[config.mk]
export PLATFORM = sky130hd
export DESIGN_NAME = sipo_deser_rx
export DESIGN_NICKNAME = d
export VERILOG_FILES = /design/src/rtl/sipo_deser_rx.sv
export SDC_FILE = /design/constraint.sdc
export NUM_CORES = 1
export LEC_CHECK = 0
export CAP_MARGIN = 25
export CORE_UTILIZATION = 53
export CTS_CLUSTER_SIZE = 8
export DETAILED_ROUTE_END_ITERATION = 12
export GPL_ROUTABILITY_DRIVEN = 1
export PLACE_DENSITY_LB_ADDON = 0.1
export SYNTH_ARGS = -nofsm -noshare
export SYNTH_HDL_FRONTEND = slang
export SYNTH_SLANG_ARGS = --single-unit
[constraint.sdc]
create_clock -name clk -period 3.1 [get_ports clk]
set_input_delay 0.62 -clock clk [delete_from_list [all_inputs] [get_ports clk]]
set_output_delay 0.62 -clock clk [all_outputs]
set_load 0.05 [all_outputs]
[src/rtl/sipo_deser_rx.sv]
// -----------------------------------------------------------------------------
// sipo_deser_rx
//
// Serial-in parallel-out receiver. Rebuilds WIDTH-bit words (MSB first) from
// the serial stream of an upstream shifter. Every word begins with a bit
// qualified by `sof`. Finished words go into a 2-entry buffer. The buffer is
// drained through a valid/ready handshake. Framing and overflow problems are
// reported on sticky flags.
//
// Ports:
//   clk       rising-edge clock
//   rst       asynchronous, active-low reset
//   si        serial data bit
//   si_valid  si carries a valid bit this cycle
//   sof       marks the first (MSB) bit of a word; sampled only with si_valid
//   po        word at the buffer head (registered)
//   po_valid  po holds a valid word (registered)
//   po_ready  consumer takes po this cycle
//   overflow  sticky: a completed word was dropped because the buffer was full
//   sync_err  sticky: sof arrived in the middle of a word
//   err_clr   synchronous clear of both sticky flags (a set in the same cycle wins)
//   bit_cnt   number of bits captured in the current partial word
// -----------------------------------------------------------------------------
module sipo_deser_rx #(
    parameter int WIDTH = 4,
    parameter int DEPTH = 2
) (
    input  logic                         clk,
    input  logic                         rst,
    input  logic                         si,
    input  logic                         si_valid,
    input  logic                         sof,
    output logic [WIDTH-1:0]             po,
    output logic                         po_valid,
    input  logic                         po_ready,
    output logic                         overflow,
    output logic                         sync_err,
    input  logic                         err_clr,
    output logic [$clog2(WIDTH):0]       bit_cnt
);

    localparam int CW = $clog2(WIDTH) + 1;

    typedef enum logic [0:0] {IDLE, SHIFT} state_t;

    state_t             state_q, state_d;
    logic [WIDTH-1:0]   shift_q, shift_d;
    logic [CW-1:0]      bit_cnt_q, bit_cnt_d;

    logic [WIDTH-1:0]   mem_q [DEPTH];
    logic [WIDTH-1:0]   mem_d [DEPTH];
    logic               wr_ptr_q, wr_ptr_d;
    logic               rd_ptr_q, rd_ptr_d;
    logic [1:0]         count_q, count_d;

    logic [WIDTH-1:0]   po_q, po_d;
    logic               po_valid_q, po_valid_d;
    logic               overflow_q, overflow_d;
    logic               sync_err_q, sync_err_d;

    logic               word_done;
    logic               sync_set;
    logic [WIDTH-1:0]   word;
    logic               pop;
    logic               push_ok;
    logic               ovf_set;

    // The assembled word is on the edge where its last bit arrives.
    assign word = {shift_q[WIDTH-2:0], si};

    // -------------------------------------------------------------------------
    // Framing FSM and shift register.
    // The MSB is loaded into bit 0 and moves left as more bits arrive. After
    // WIDTH bits it sits in bit WIDTH-1.
    // -------------------------------------------------------------------------
    always_comb begin
        state_d   = state_q;
        shift_d   = shift_q;
        bit_cnt_d = bit_cnt_q;
        word_done = 1'b0;
        sync_set  = 1'b0;
        case (state_q)
            IDLE: begin
                // Bits without sof are dropped while hunting for alignment.
                if (si_valid && sof) begin
                    shift_d   = {{(WIDTH-1){1'b0}}, si};
                    bit_cnt_d = CW'(1);
                    state_d   = SHIFT;
                end
            end
            SHIFT: begin
                if (si_valid) begin
                    if (sof) begin
                        // Restart the word at this bit; the partial word is lost.
                        sync_set  = 1'b1;
                        shift_d   = {{(WIDTH-1){1'b0}}, si};
                        bit_cnt_d = CW'(1);
                    end else if (bit_cnt_q == CW'(WIDTH - 1)) begin
                        word_done = 1'b1;
                        shift_d   = word;
                        bit_cnt_d = '0;
                        state_d   = IDLE;
                    end else begin
                        shift_d   = word;
                        bit_cnt_d = bit_cnt_q + CW'(1);
                    end
                end
            end
            default: state_d = IDLE;
        endcase
    end

    // -------------------------------------------------------------------------
    // Output buffer. When the buffer is full, a push accepted together with a
    // pop overwrites the slot being popped: wr_ptr equals rd_ptr when full.
    // -------------------------------------------------------------------------
    assign pop     = po_valid_q && po_ready;
    assign push_ok = word_done && ((count_q != 2'd2) || pop);
    assign ovf_set = word_done && (count_q == 2'd2) && !pop;

    generate
        for (genvar gi = 0; gi < DEPTH; gi++) begin : g_mem
            assign mem_d[gi] = (push_ok && (wr_ptr_q == 1'(gi))) ? word : mem_q[gi];

            always_ff @(posedge clk or negedge rst) begin
                if (!rst) begin
                    mem_q[gi] <= '0;
                end else begin
                    mem_q[gi] <= mem_d[gi];
                end
            end
        end
    endgenerate

    always_comb begin
        wr_ptr_d = push_ok ? ~wr_ptr_q : wr_ptr_q;
        rd_ptr_d = pop     ? ~rd_ptr_q : rd_ptr_q;
        count_d  = count_q + {1'b0, push_ok} - {1'b0, pop};

        // The outputs are registered from the next-state head. A word that
        // completes on edge N is then visible right after edge N.
        po_valid_d = (count_d != 2'd0);
        po_d       = po_valid_d ? mem_d[rd_ptr_d] : po_q;

        overflow_d = ovf_set  ? 1'b1 : (err_clr ? 1'b0 : overflow_q);
        sync_err_d = sync_set ? 1'b1 : (err_clr ? 1'b0 : sync_err_q);
    end

    always_ff @(posedge clk or negedge rst) begin
        if (!rst) begin
            state_q    <= IDLE;
            shift_q    <= '0;
            bit_cnt_q  <= '0;
            wr_ptr_q   <= 1'b0;
            rd_ptr_q   <= 1'b0;
            count_q    <= 2'd0;
            po_q       <= '0;
            po_valid_q <= 1'b0;
            overflow_q <= 1'b0;
            sync_err_q <= 1'b0;
        end else begin
            state_q    <= state_d;
            shift_q    <= shift_d;
            bit_cnt_q  <= bit_cnt_d;
            wr_ptr_q   <= wr_ptr_d;
            rd_ptr_q   <= rd_ptr_d;
            count_q    <= count_d;
            po_q       <= po_d;
            po_valid_q <= po_valid_d;
            overflow_q <= overflow_d;
            sync_err_q <= sync_err_d;
        end
    end

    assign po       = po_q;
    assign po_valid = po_valid_q;
    assign overflow = overflow_q;
    assign sync_err = sync_err_q;
    assign bit_cnt  = bit_cnt_q;

endmodule

Yosys cells after proc, flatten, opt, wreduce, memory -nomap -nowiden
Cells that the tools add are included.
- add/subtract/negate cells: 3
- order comparisons: 1
- equality and inequality tests: 5
- multiplexer cells: 30
- bitwise operators: 4
- reduce and logical (&&, ||, !) cells: 13
- operators by type and width (kind ; count):
    $mux W3 ; 7
    $mux W4 ; 5
    $mux W1 ; 15
    $pmux W3 S2 ; 2
    $logic_and A1 B1 Y1 ; 7
    $ne A2 B2 Y1 const B ; 3
    $reduce_bool A2 Y1 ; 3
    $add A3 B1 Y3 const B ; 1
    $eq A3 B2 Y1 const B ; 1
    $not A1 Y1 ; 3
    $add A2 B1 Y2 ; 1
    $eq A2 B2 Y1 const B ; 1
    $ge A2 B2 Y1 const B ; 1
    $not A1 Y2 ; 1
    $pmux W1 S2 ; 1
    $reduce_and A2 Y1 ; 1
    $sub A2 B1 Y2 ; 1
    $logic_not A1 Y1 ; 1
    $logic_or A1 B1 Y1 ; 1
- register bits after elaboration: 26
- bits of input ports: 7
- output and inout port bits: 10
- logic and storage cells: 68

Logic depth before layout (Yosys ltp)
Gate-level depths: netlist of run 1.
- depth in word-level cells: 11
- gate-level depth with buffers: 12
- depth with buffers taken out: 11

Worst setup path before layout of run 1
No wires, ideal clock.
- path type: register -> register
- from: register bit_cnt_q[0], in the netlist bit_cnt[0]
- to: register po_q[0], in the netlist po[0]
- library setup time: 140 ps
- arrival: 2694 ps
- data required time: 2960 ps
- path slack: 266 ps
- cell stages (with the launch flop): 12
- buffers on the path: 1
- period minus slack after synthesis: 2834 ps
- path through: dfrtp_1 -> ha_1 -> nand4b_4 -> nor2_1 -> buf_2 -> nand2_1 -> ha_1 -> inv_1 -> ha_1 -> xor3_1 -> nor2_1 -> o31ai_1
- elaborated cells on any way between the ends: 16
- those cells by class: add/sub (2); eq/ne (1); mux (9); reduce/logical (4)
- RTL lines (element ; line ; source):
    start: declaration ; 48 ; logic [CW-1:0] bit_cnt_q, bit_cnt_d;
    start signal: assignment ; 164 ; bit_cnt_q <= bit_cnt_d;
    $eq A3 B2 Y1 ; 98 ; end else if (bit_cnt_q == CW'(WIDTH - 1)) begin
    $mux W1 ; 98 ;
    $mux W1 ; 93 ; if (sof) begin
    $mux W1 ; 92 ; if (si_valid) begin
    $mux W1 ; 82 ; case (state_q)
    $logic_and A1 B1 Y1 ; 118 ; assign push_ok = word_done && ((count_q != 2'd2) || pop);
    $add A2 B1 Y2 ; 138 ; count_d = count_q + {1'b0, push_ok} - {1'b0, pop};
    $sub A2 B1 Y2 ; 138 ;
    net count_d[1] ; 54 ; logic [1:0] count_q, count_d;
    $reduce_bool A2 Y1 ; 142 ; po_valid_d = (count_d != 2'd0);
    end signal: assignment ; 168 ; po_q <= po_d;
    end: declaration ; 56 ; logic [WIDTH-1:0] po_q, po_d;
The timed path passes the listed nets, and every way through them passes these cells. The select of a mux whose other input is x is not followed.
A chain may end at the register's enable or synchronous reset.

Worst setup path in the final report of run 1
- from: input port si_valid
- to: register po_q[2], in the netlist po[2]
- elaborated cells on any way between the ends: 13
- those cells by class: add/sub (2); mux (7); reduce/logical (4)
- RTL lines (element ; line ; source):
    start: declaration ; 31 ; input logic si_valid,
    $mux W1 ; 92 ;
    $mux W1 ; 82 ;
    $logic_and A1 B1 Y1 ; 118 ;
    $add A2 B1 Y2 ; 138 ;
    $sub A2 B1 Y2 ; 138 ;
    net count_d[1] ; 54 ;
    $reduce_bool A2 Y1 ; 142 ;
The timed path passes the listed nets, and every way through them passes these cells. The select of a mux whose other input is x is not followed.

==> results by stage, run 1 <==
Power:
- The switching share of total power is 0.429.
- For this design the static power due to leakage is 0.000664 uW.
- Of the total power, combinational logic draws 0.522.
- The internal portion of the total power is 821 uW.
- Of the total power, the clock network draws 0.095.
- The register share of total power is 0.383.
- The analysis attributes to net switching a power of 618 uW.
- The maximum vdd ir drop is 0.612 mV.
- The power per standard cell area is 947 nW/um2.

Floorplan:
- The die outline area is 2650 um2.
- The effective utilization at floorplan is 0.577.
- The standard cell core area is 2250 um2.
- The x dimension of the die is 51.5 um.
- The die span in y is 51.5 um.
- The I/O pin total is 17.
- After floorplanning, the core was divided into 17 placement rows.

Synthesis:
- The synthesized design contains 26 register bits.
- Synthesis handed over a netlist of 123 instances.
- The number of nets produced by synthesis is 133.
- The combined area of all synthesized cells is 1300 um2.
- The sequential area share after synthesis is 0.500.
- Averaged over all synthesized cells, the footprint is 10.6 um2.
- The number of library cell types mapped by synthesis is 31.
- Yosys printed 0 warnings.

Critical path:
- The worst setup path is captured at a flip-flop.
- The critical path data required time is 3330 ps.
- The element type at the critical path start is a primary input.
- The biggest fanout along the worst timing path is 9.
- Data on the critical path arrives at its endpoint at 2640 ps.
- The classification of the worst setup path is primary input to flip-flop.

Clocking:
- The cell at the root of the clock tree is clkbuf_4.
- TritonCTS built the clock tree.
- The H-tree depth is 1.
- After clock tree synthesis, the setup repair step added 0 buffers.
- Once the clock tree was built, the resizer swapped 0 gates to a different size.
- The number of CTS-inserted buffers is 3.
- The longest clock path from root to sink contains 2 buffers.
- The clock transition at the register clock pins on the worst setup and hold paths after CTS is 130 ps.
- The clock reaches the later pin of the worst-skew pair after 310 ps.
- The post-cts hold buffer count is 0.
- CTS saw 26 sinks.

Detailed routing:
- The detailed-route via count is 977.
- After the first detailed-routing iteration, the DRC count stood at 18.
- The detailed-routing iteration count for the pre-antenna-repair pass is 4.
- The final layout contains routed wiring with a total length of 2590 um.
- Once detail routing completed, the nets flagged for antenna violations numbered 0.
- The number of DRC violations after detailed routing is 0.
- The average vias per placed instance is 5.78.
- After detailed routing, the average wire length per cell comes to 15.3 um.

Placed design:
- During placement, the flow inserted port buffers numbering 16.
- The congestion estimate from routability-driven global placement came to 0.786.
- The number of instances in the placed design is 166.
- Once detailed placement completed, the half-perimeter wirelength came to 1970 um.

Timing:
- The count of final max-slew check failures was 0.
- Setup total negative slack on the finished layout was measured at 0 ps.
- The period utilization is 0.779.
- The shortest clock period the worst path allows after layout is 2420 ps.
- Setup violations remaining at the end of the flow were counted as 0.
- At the pin with the least slew margin, the transition time is 499 ps.
- The largest clock skew in the final design is 1.14 ps.
- Setup repair after global routing left no endpoint under its margin.
- Timing would allow up to 0.414 GHz.
- In this run the tightest slew margin relative to its limit is 0.667.
- The total count of hold-check failures in the final report is 0.

Global route:
- In the global route stage, met2 resource usage came out at 0.351.
- The number of antenna violations at the first check in global routing is 0.
- For met1 alone, demand over resource in global routing was 0.320.
- In the global route stage, overall resource usage came out at 0.227.
- The most heavily used metal layer in global routing is met2.
- The overflow left after global routing is 0.
- The number of global-route vias before repair is 932.
- The largest net degree at the start of global routing is 27.
- The wire length of the first global-routing pass is 4310 um.
- For this run, global-route usage on met3 was measured as 0.0351.

Final layout:
- In the layout the commonest cells are dfrtp_1 (26), nand2_1 (19), clkdlybuf4s50_1 (16), inv_1 (10).
- The filler cells instantiated in the layout total 188.
- 0 antenna diodes ended up in the layout.
- The library cell used most frequently in the layout, excluding fill and tap cells, is dfrtp_1.
- The final-stage net count is 153.
- The area added between synthesis and finish is 16.8%.
- Leaving out filler cells and counting taps, the final layout contains 169.
- In the final layout, the share of cells above drive strength 1 is 0.106.

Hold path:
- The tightest min-delay check is of the flip-flop to flip-flop type.

Job:
- The number of max-cap violations is 0.

Outcome:
- The run finished with clean final reports.
[through the flow]
step                      cell area, um2  utilization  setup slack [ps]  power (uW)  hold WS [ps]
after floorplan                     1300            -               266        1070           324
after global placement              1500        0.664               369        1290           465
after detailed placement            1500        0.664               333        1310           470
after CTS                           1520        0.674               662        1450           498
after global routing                1520        0.674               517        1540           516
final                               1520        0.674               685        1440           491
[cells in the mapped netlist]
| master | number | area share |
|---|---|---|
| a2111o_1 | 2 | 0.017 |
| a211oi_1 | 4 | 0.023 |
| a21boi_0 | 1 | 0.0058 |
| a21oi_1 | 4 | 0.015 |
| a221oi_1 | 8 | 0.054 |
| a22o_1 | 3 | 0.020 |
| a22o_2 | 2 | 0.015 |
| a2bb2oi_1 | 1 | 0.0067 |
| a32o_1 | 1 | 0.0077 |
| buf_2 | 1 | 0.0038 |
| buf_6 | 3 | 0.026 |
| clkbuf_1 | 4 | 0.012 |
| clkbuf_2 | 1 | 0.0038 |
| dfrtp_1 | 26 | 0.50 |
| ha_1 | 3 | 0.029 |
| inv_1 | 10 | 0.029 |
| mux2_2 | 1 | 0.0087 |
| nand2_1 | 19 | 0.055 |
| nand2b_1 | 2 | 0.0096 |
| nand3_1 | 1 | 0.0038 |
| nand4b_4 | 1 | 0.018 |
| nor2_1 | 3 | 0.0087 |
| nor2b_1 | 2 | 0.0096 |
| nor3b_1 | 1 | 0.0058 |
| o21ai_0 | 7 | 0.027 |
| o22a_1 | 1 | 0.0067 |
| o22ai_1 | 2 | 0.0096 |
| o2bb2ai_1 | 2 | 0.013 |
| o31ai_1 | 4 | 0.023 |
| xnor2_1 | 2 | 0.013 |
| xor3_1 | 1 | 0.018 |
[power groups by stage]
stage	Sequential [uW]	Clock (uW)	Combinational, uW
3_3_place_gp	554	0	734
2_1_floorplan	653	0	421
4_1_cts	552	140	753
6_report	551	136	751
5_1_grt	568	152	818
3_5_place_dp	559	0	750
[final cells by class]
cell class / count / area (um2) / share of cell area
flip-flops and latches: 26 / 651 / 0.428
multi-input cells: 78 / 553 / 0.364
repair buffers: 24 / 220 / 0.145
inverters: 10 / 37.5 / 0.0247
well taps: 28 / 35.0 / 0.0231
clock buffers: 3 / 22.5 / 0.0148
[critical path, stage by stage]
cell and delay (ps):
clkdlybuf4s50_1 530, nand4b_4 120, nor2_1 140, nand2_1 100, ha_1 280, inv_1 40, ha_1 170, xor3_1 210
nor2_1 50, buf_4 150, o31ai_1 240
[final timing paths]
check / start / to / slack (ps) / cells past startpoint
max: si_valid / po[2] / 680 / 11
min: po[1] / po[1] / 490 / 2
max reg2reg: bit_cnt[0] / po[2] / 880 / 11
min reg2reg: po[1] / po[1] / 490 / 2
max in group asynchronous: rst / po[3] / 2210 / 2
min in group asynchronous: rst / po[0] / 650 / 2
[state kept, by name (all words and copies together) (netlist names)]
register  count
state_q       1
sync_err      1
count_q       2
bit_cnt       3
wr_ptr_q      1
shift_q       3
po            4
mem_q         8
overflow      1
rd_ptr_q      1
po_valid      1
[per-layer routing]
layer  up-vias  share of wire
met5         -              0
met4         0         0.0066
met3         2          0.028
met2        22           0.48
met1       473           0.48
li1        480              -
[cell families (layout without fill, tap and decap cells)]
| kind of cell | Yosys count | in the layout | synth area share |
|---|---|---|---|
| xor+xnor | 3 | 3 | 0.0318 |
| simple gates | 29 | 29 | 0.111 |
| fa+ha+maj | 3 | 3 | 0.0289 |
| mux | 1 | 1 | 0.00866 |
| compound gates | 42 | 42 | 0.245 |
| buf+inv | 19 | 37 | 0.0741 |
| flops | 26 | 26 | 0.500 |
(Power assumes the default switching activity.)
==> run 2: changes to the inputs <==
clock period = 2.4 ns   (was 3.1 ns; I/O delays follow)
==> results by stage, run 2 (synthesis gave the netlist of run 1 again) <==
Global route:
- The overall global routing resource usage came to 0.233 (+0.00514).
- The number of global-route vias before repair is 985 (+5.7%).
- The largest net degree at the start of global routing was 27 (unchanged).
- The number of antenna violations at the first check in global routing was 0 (unchanged).
- The overflow left after global routing is 0 (unchanged).
- The wire length of the first global-routing pass is 4540 um (+5.5%).

Hold path:
- The number of instances on the worst hold path is 2 (unchanged).
- The worst-case hold path end point is po[2].
- The origin of the worst min-delay path is po[2].
- The class of the worst hold path is flip-flop to flip-flop.

Placed design:
- The cell area reported after detailed placement is 1540 um2 (+3.2%).
- The total half-perimeter wirelength after legalization and detailed placement is 1980 um (+0.85%).
- The number of instances in the placed design is 169 (+1.8%).
- The pre-CTS setup slack is -136 ps (-469 ps).
- The count of buffers inserted at the top-level ports was 16 (unchanged).
- The final weighted congestion in routability-driven placement is 0.886 (+13%).

Critical path:
- The slack of the worst reg-to-reg path was 300 ps (-580 ps).
- The standard cell with the maximum stage delay on the critical path is clkdlybuf4s50_1.
- In this run the critical register-to-register path is launched from state_q.
- The logic depth of the worst register-to-register path is 10 (-1).
- The critical path data required time is 2630 ps (-700 ps).
- Traced cell by cell, the critical path runs through clkdlybuf4s50_1 > nand4b_4 > nor2_2 > nand2_1 > ha_1 > inv_1 > ha_1 > xor3_1 > nor2_4 > nand2_1 > o31ai_1.
- The worst setup path is launched from a primary input.
- The biggest fanout along the worst timing path is 9 (unchanged).
- The worst stage delay on the critical path is 520 ps (about the same).
- The critical path capture point type is a flip-flop.
- The classification of the worst setup path is primary input to flip-flop.
- The endpoint identified for the worst register-to-register timing path is po[3].
- The signal arrival time at the worst endpoint was 2410 ps (-230 ps).

Power:
- The final total power is 2020 uW (+40%).
- The maximum vdd ir drop is 0.690 mV (+13%).
- The static power due to leakage is 0.000687 uW (+3.5%).
- The power per standard cell area came to 1260 nW/um2 (+33%).

Detailed routing:
- The number of DRC violations after detailed routing is 0 (unchanged).
- The final wirelength is 2680 um (+3.2%).
- The iteration-0 DRC count of the detailed router was 38 (+20).
- The detailed-routing iteration count for the pre-antenna-repair pass was 4 (unchanged).
- The average wire length per cell after detail routing came to 15.5 um (+0.85%).
- The average vias per placed instance was 5.89 (+1.9%).
- The number of antenna-violating nets in the routed design was 0 (unchanged).
- The detailed-route via count is 1,019 (+4.3%).

Floorplan:
- The x dimension of the die was 51.5 um (unchanged).
- The I/O pin total was 17 (unchanged).
- The die outline area came to 2650 um2 (unchanged).
- The standard cell core area is 2250 um2 (unchanged).
- The number of core rows was 17 (unchanged).
- The effective utilization at floorplan is 0.577 (unchanged).
- The die span in y was 51.5 um (unchanged).

Final layout:
- The count of placed standard cells in the final layout, fillers left out is 173 (+2.4%).
- The final cell area excluding filler cells is 1600 um2 (+5.1%).
- The commonest non-fill, non-tap cell in the layout is dfrtp_1.
- The multi-input gate area in the final layout is 576 um2 (+4.1%).
- From synthesis to final layout, the design area changed by 22.8%.
- The storage element area came to 653 um2 (+0.38%).
- The final-stage net count is 156 (+2.0%).
- The flip-flop count of the largest register, all copies and words added is 8 (unchanged).
- The proportion of layout cells with a drive suffix above 1 is 0.166 (+0.0591).
- The register with the highest flop count is mem_q.
- The filler cell count is 176 (-6.4%).
- The final cell utilization of the core is 0.708 (+0.0344).
- In the layout the commonest cells are dfrtp_1 (24), nand2_1 (19), clkdlybuf4s50_1 (16), buf_4 (11), inv_1 (10).
- The antenna diode instance count is 0 (unchanged).

Clocking:
- The post-cts repair resize count is 0 (unchanged).
- The H-tree depth is 1 (unchanged).
- The number of sinks handled by clock tree synthesis came to 26 (unchanged).
- CTS placed an instance of clkbuf_4 at the clock tree root.
- TritonCTS built the clock tree.
- The latest clock arrival within the worst-skew pair is 310 ps (about the same).
- The number of setup buffers added after CTS is 0 (unchanged).
- The post-cts hold buffer count is 0 (unchanged).
- The largest buffer count on any clock path is 2 (unchanged).
- The number of CTS-inserted buffers is 3 (unchanged).
- The clock transition at the register clock pins on the worst setup and hold paths after CTS was 140 ps (about the same).

Timing:
- The final setup slack of the worst path is 222 ps (-462 ps).
- The setup-violating endpoint count in the final report is 0 (unchanged).
- The count of final max-slew check failures was 0 (unchanged).
- The clock period could shrink to 2180 ps.
- The measured slew at the worst slew-check pin is 510 ps (+11.7 ps).
- Setup repair after global routing left no endpoint under its margin.
- Derived from the worst setup path, the maximum achievable clock frequency is 0.459 GHz.
- The largest clock skew in the final design was 2.89 ps (+1.75 ps).
- The worst relative slew slack is 0.659 (-0.00786).
- The total count of hold-check failures in the final report is 0 (unchanged).
- The period utilization is 0.907.

Outcome:
- The run finished with clean final reports.

Job:
- The number of max-cap violations is 0 (unchanged).
run 2: routing by layer:
metal	wire length (um)	share of wire	GRT usage
met1	1290	0.48	0.329
met2	1240	0.46	0.366
met3	130	0.049	0.0263
met4	16	0.0060	0.0946
met5	0	0	0
run 2: through the flow:
stage               hold WS, ps  TNS (ps)
floorplan                   184         0
detailed placement          472      -575
global placement            463      -264
finish                      501         0
global route                531         0
CTS                         504         0
run 2: cell type report:
type / instances / share of cell area
multi-input cells: 78 / 0.361
inverters: 10 / 0.0235
flip-flops and latches: 26 / 0.409
repair buffers: 27 / 0.152
well taps: 28 / 0.0219
clock inverters: 1 / 0.0188
clock buffers: 3 / 0.0141
run 2: worst max-delay path by stage:
stage                     cells past startpoint  endpoint        from
after CTS                                    11     po[3]    si_valid
after floorplan                              12     po[0]  bit_cnt[0]
after global routing                         11     po[2]    si_valid
after global placement                       10     po[0]    si_valid
final                                        11     po[3]    si_valid
after detailed placement                     11     po[3]    si_valid
run 2: worst max-delay path, delay by kind of cell:
kind                       cells  cell delay, ps
AOI/OAI and AO/OA              1              70
xor gates and xnor gates       1             270
adders and majority gates      2             410
buffers and inverters          2             580
and+or+nand+nor                5             590
run 2: report_power, final:
group | total [uW] | switching [uW] | internal [uW]
combinational | 1000 | 587 | 413
clock | 295 | 127 | 169
sequential | 722 | 127 | 595
==> run 3: changes to the inputs <==
HOLD_SLACK_MARGIN = 0.12   (was not set)
==> results of run 3 <==
Same layout as run 2: the final DEF is identical, and so are final timing and power.
==> RTL edit 1: new RTL, settings of run 1 <==
Make the reset (`rst`) synchronous in 2 clocked blocks. Comments in the files are not updated.
--- a/src/rtl/sipo_deser_rx.sv
+++ b/src/rtl/sipo_deser_rx.sv
@@ -122,7 +122,7 @@
         for (genvar gi = 0; gi < DEPTH; gi++) begin : g_mem
             assign mem_d[gi] = (push_ok && (wr_ptr_q == 1'(gi))) ? word : mem_q[gi];
 
-            always_ff @(posedge clk or negedge rst) begin
+            always_ff @(posedge clk) begin
                 if (!rst) begin
                     mem_q[gi] <= '0;
                 end else begin
@@ -146,7 +146,7 @@
         sync_err_d = sync_set ? 1'b1 : (err_clr ? 1'b0 : sync_err_q);
     end
 
-    always_ff @(posedge clk or negedge rst) begin
+    always_ff @(posedge clk) begin
         if (!rst) begin
             state_q    <= IDLE;
             shift_q    <= '0;
Behaviour: differs if rst is asserted again (counterexample within 4 cycles, from zero or initial values and one cycle with rst low); with rst held inactive, the same outputs for 10 cycles.
==> RTL edit 1 against run 1 <==
  * Critical path depth unchanged
  * Area after synthesis is 2.6% lower
  * Critical endpoint is now po[0]
  * Critical path type unchanged
  * Sequential cell count unchanged
  * Register-to-register slack lost 110 ps
  * Cell area fell by 1.1%
  * Routed wire length decreased by 4.9%
  * First-iteration DRC count unchanged
  * Global-route usage fell by 0.71 points
  * Setup slack worse by 150 ps
  * Via count increased by 9.2%
  * Non-clock buffer count decreased by 2
Power is not compared: it rests on default switching activity, and its combinational part moved more than twofold at a synthesized area within 25%.
==> RTL edit 1: results (changes against run 1) <==
stage	metric	value	unit	change
timing	tightest_slew	539	ps	+40.4 ps
logic_synthesis	synth_area_per_cell	9.31	um^2	-12%
placed_design	dp.cells	178		+7.2%
logic_synthesis	muxShareOfSynthArea	0.00791		-0.000757
clock_network	cts_resized	0		unchanged
logic_synthesis	synth-adder-area-share	0.0296		+0.000770
critical_path	critPathArrivalTime	2800	ps	+160 ps
logic_synthesis	synthTopCellsByCount	dfxtp_1, nor2b_1, a22oi_1, nand2_1, a21oi_1		
cells_and_area	fill_cells	203		+8.0%
logic_synthesis	ys.flop_type	dfxtp_1		
run_status	status	finished, final reports clean		
timing	clock_skew	4.93	ps	+3.79 ps
logic_synthesis	yosysSeqAreaShare	0.411		-0.0894
drt	vias	1067		+9.2%
logic_synthesis	synthTopCellsByArea	dfxtp_1, nor2b_1, a22oi_1, a221oi_1, a21oi_1		
grt	grt_max_degree	19		-30%
critical_path	cp_slowest_cell	clkdlybuf4s50_1		
logic_synthesis	synth_compound_area_frac	0.250		+0.00457
cells_and_area	stdcell_count	182		+7.7%
critical_path	crit_family	simple AND/OR/NAND/NOR gates		
cells_and_area	drive_above_1_share	0.0909		-0.0155
logic_synthesis	synth_nets	146		+9.8%
logic_synthesis	async_flop_share	0		-1.00
grt	grt_usage	0.220		-0.00708
logic_synthesis	synth_xor_area_frac	0.0316		-0.000141
cells_and_area	final_nets	165		+7.8%
grt	grt_pass1_wl	4210	um	-2.2%
grt	grt_pass1_vias	951		+2.0%
critical_path	path_max_fanout	5		-4
clock_network	post-cts-setup-buffer-count	0		unchanged
placed_design	hpwl	1810	um	-8.0%
drt	wl_per_cell	13.5	um	-12%
==> RTL edit 1: changes by cell type after synthesis, sizes merged, moves of 8 or more <==
cell,change
dfrtp,-26
dfxtp,+26
nor2b,+16
a22oi,+11
nand2,-8
==> RTL edit 1: worst paths after layout <==
| check | from | endpoint | slack, ps | cells past startpoint |
|---|---|---|---|---|
| worst max-delay path | si_valid | po[0] | 540 | 11 |
| worst min-delay path | po[1] | po[1] | 480 | 2 |
| worst min register to register | po[1] | po[1] | 480 | 2 |
| worst max register to register | bit_cnt[0] | po[0] | 770 | 11 |
==> RTL edit 1: area by class of cell <==
| cell class | instances | area, um^2 | share of cell area |
|---|---|---|---|
| sequential | 26 | 520 | 0.346 |
| multi-input combinational | 97 | 687 | 0.457 |
| inverter | 5 | 18.8 | 0.0125 |
| tap | 28 | 35.0 | 0.0233 |
| timing repair buffer | 22 | 205 | 0.137 |
| clock buffer | 4 | 36.3 | 0.0241 |
==> RTL edit 1: layer usage <==
| layer | wire length [um] | part of all wire | vias up | GRT usage |
|---|---|---|---|---|
| met1 | 1250 | 0.51 | 513 | 0.295 |
| met4 | 17 | 0.0069 | 0 | 0.0880 |
| met3 | 66 | 0.027 | 2 | 0.0446 |
| li1 | - | - | 529 | - |
| met5 | 0 | 0 | - | 0 |
| met2 | 1130 | 0.46 | 23 | 0.347 |
==> RTL edit 1: stage by stage <==
step	setup WS (ps)	instance area, um^2
after CTS	530	1500
after floorplan	210	1270
final	537	1500
after detailed placement	182	1470
after global placement	245	1470
after global routing	304	1500
==> RTL edit 1: power breakdown <==
group	switching, mW	total [mW]	internal, mW
clock	0.0950	0.167	0.0717
sequential	0.00476	0.342	0.338
combinational	0.0230	0.0460	0.0229
total	0.123	0.555	0.432
==> RTL edit 2: new RTL, settings of run 1 <==
Made on the original files. `DEPTH`: 2 -> 4.
--- a/src/rtl/sipo_deser_rx.sv
+++ b/src/rtl/sipo_deser_rx.sv
@@ -23,7 +23,7 @@
 // -----------------------------------------------------------------------------
 module sipo_deser_rx #(
     parameter int WIDTH = 4,
-    parameter int DEPTH = 2
+    parameter int DEPTH = 4
 ) (
     input  logic                         clk,
     input  logic                         rst,
Function: same outputs for any inputs over 10 cycles, from zero or initial values and one cycle with rst low; that may be too few to reach the edited logic, so the function may still have changed.
==> RTL edit 2 against run 1 <==
  * Area after synthesis grew 3.6%
  * Routed wire length is 0.31% higher
  * Clock skew grew 3.2 ps
  * Setup slack got worse by 160 ps
  * Power is 2.6% higher
  * Sequential cell count unchanged
  * Synthesized cell count decreased by 4.9%
  * Cell area grew 3.8%
  * Fmax is 6.0% lower
  * Count of clock-buffer cells in the layout is 1 higher
  * Highest routed layer unchanged
==> RTL edit 2: results (changes against run 1) <==
stage	metric	value	unit	change
grt	antenna_found_initial	0		unchanged
logic_synthesis	yosysSeqAreaShare	0.483		-0.0172
critical_path	cp_slowest_cell	clkdlybuf4s50_1		
logic_synthesis	synthTopCellsByArea	dfrtp_1, a221oi_1, nand2_1, o2111ai_4, a22o_1		
logic_synthesis	synth_nets	127		-4.5%
critical_path	regToRegSetupSlack	700	ps	-180 ps
placed_design	place_congestion	0.790		+0.51%
timing	worst_slack	529	ps	-156 ps
placed_design	dpl_worst_slack	208	ps	-125 ps
logic_synthesis	synth_area_per_cell	11.5	um^2	+8.9%
placed_design	hpwl	1950	um	-0.81%
grt	grt_pass1_vias	1022		+9.7%
power	swShare	0.432		+0.00276
drt	firstDrtPassIters	5		+1
cells_and_area	fill_cells	187		-0.53%
critical_path	cp-startpoint	si_valid		
drt	routed_wirelength	2600	um	+0.31%
clock_network	cts_resized	0		unchanged
cells_and_area	diodes	0		unchanged
critical_path	critPathArrivalTime	2790	ps	+150 ps
power	p_leak	0.680	nW	+2.4%
drt	wl_per_cell	15.8	um	+2.7%
timing	slew_headroom	0.667		about the same
clock_network	clk_pin_slew_worst_paths	130	ps	about the same
critical_path	r2r_end	po[3]		
clock_network	cts_buffer_depth	2		unchanged
placed_design	dp.cells	161		-3.0%
clock_network	clk_latency	310	ps	about the same
run_status	status	finished, final reports clean		
cells_and_area	final_nets	148		-3.3%
grt	grt_pass1_wl	4750	um	+10%
critical_path	end_kind	flop		
power	irDropWorstVdd	0.737	mV	+20%
hold_path	worstHoldStart	po[0]		
placed_design	port_buffers	16		unchanged
cells_and_area	drive_above_1_share	0.139		+0.0323
critical_path	path_max_fanout	9		unchanged
critical_path	cpPeakStageDelay	480	ps	-50 ps
timing	hold_violations	0		unchanged
timing	clock_skew	4.35	ps	+3.21 ps
logic_synthesis	ys_types	39		+26%
critical_path	rr_startpoint	bit_cnt[0]		
drt	via_per_inst	5.95		+2.9%
logic_synthesis	synthTopCellsByCount	dfrtp_1, nand2_1, a221oi_1		
logic_synthesis	synth-warning-count	0		unchanged
grt	grt_usage	0.242		+0.0145
drt	drtIter0Drc	10		-8
-- RTL edit 2: worst min-delay path by stage --
stage / to / depth (start not counted)
after floorplan: bit_cnt[0] / 0
after global placement: po[0] / 2
after detailed placement: po[0] / 2
after CTS: po[0] / 2
after global routing: mem_q[15] / 2
final: po[0] / 2
-- RTL edit 2: per-layer routing --
layer,part of all wire,GRT usage,vias to the layer above
met2,0.48,0.359,28
met4,0.019,0.123,0
li1,-,-,479
met3,0.048,0.0551,8
met1,0.46,0.330,467
met5,0,0,-
-- RTL edit 2: logic make-up (layout without fill, tap and decap cells) --
kind of cell,count (synthesis),in the layout,share of synthesized area
AOI/OAI and AO/OA,43,43,0.271
DFF,26,26,0.483
buffers and inverters,15,35,0.0781
adders and majority gates,3,3,0.0279
and+or+nand+nor,26,26,0.0948
muxes,1,1,0.00836
xor gates and xnor gates,3,3,0.0362
-- RTL edit 2: stage by stage --
stage | cell area, um^2 | hold slack [ps] | utilization
2_1_floorplan | 1350 | 324 | -
3_3_place_gp | 1540 | 465 | 0.670
3_5_place_dp | 1540 | 474 | 0.670
4_1_cts | 1580 | 505 | 0.686
5_1_grt | 1580 | 547 | 0.686
6_report | 1580 | 503 | 0.686
-- RTL edit 2: layout make-up --
class,count,area share
Inverter,10,0.0421
Clock buffer,4,0.0230
Multi-Input combinational cell,76,0.375
Sequential cell,26,0.413
Tap cell,28,0.0222
Timing Repair Buffer,21,0.125
-- RTL edit 2: worst max-delay path: cells and delay by family --
kind                     cells  cell delay [ps]
AND/OR/NAND/NOR              3              490
XOR/XNOR                     1              200
adder cells (fa/ha/maj)      2              480
AO/OA/AOI/OAI                2              320
buffers and inverters        3              680
-- RTL edit 2: power by group through the flow --
stage,sequential [mW],clock [mW],combinational (mW)
finish,0.557,0.168,0.751
detailed placement,0.563,0,0.751
floorplan,0.658,0,0.452
global route,0.576,0.190,0.829
CTS,0.556,0.175,0.753
global placement,0.555,0,0.728
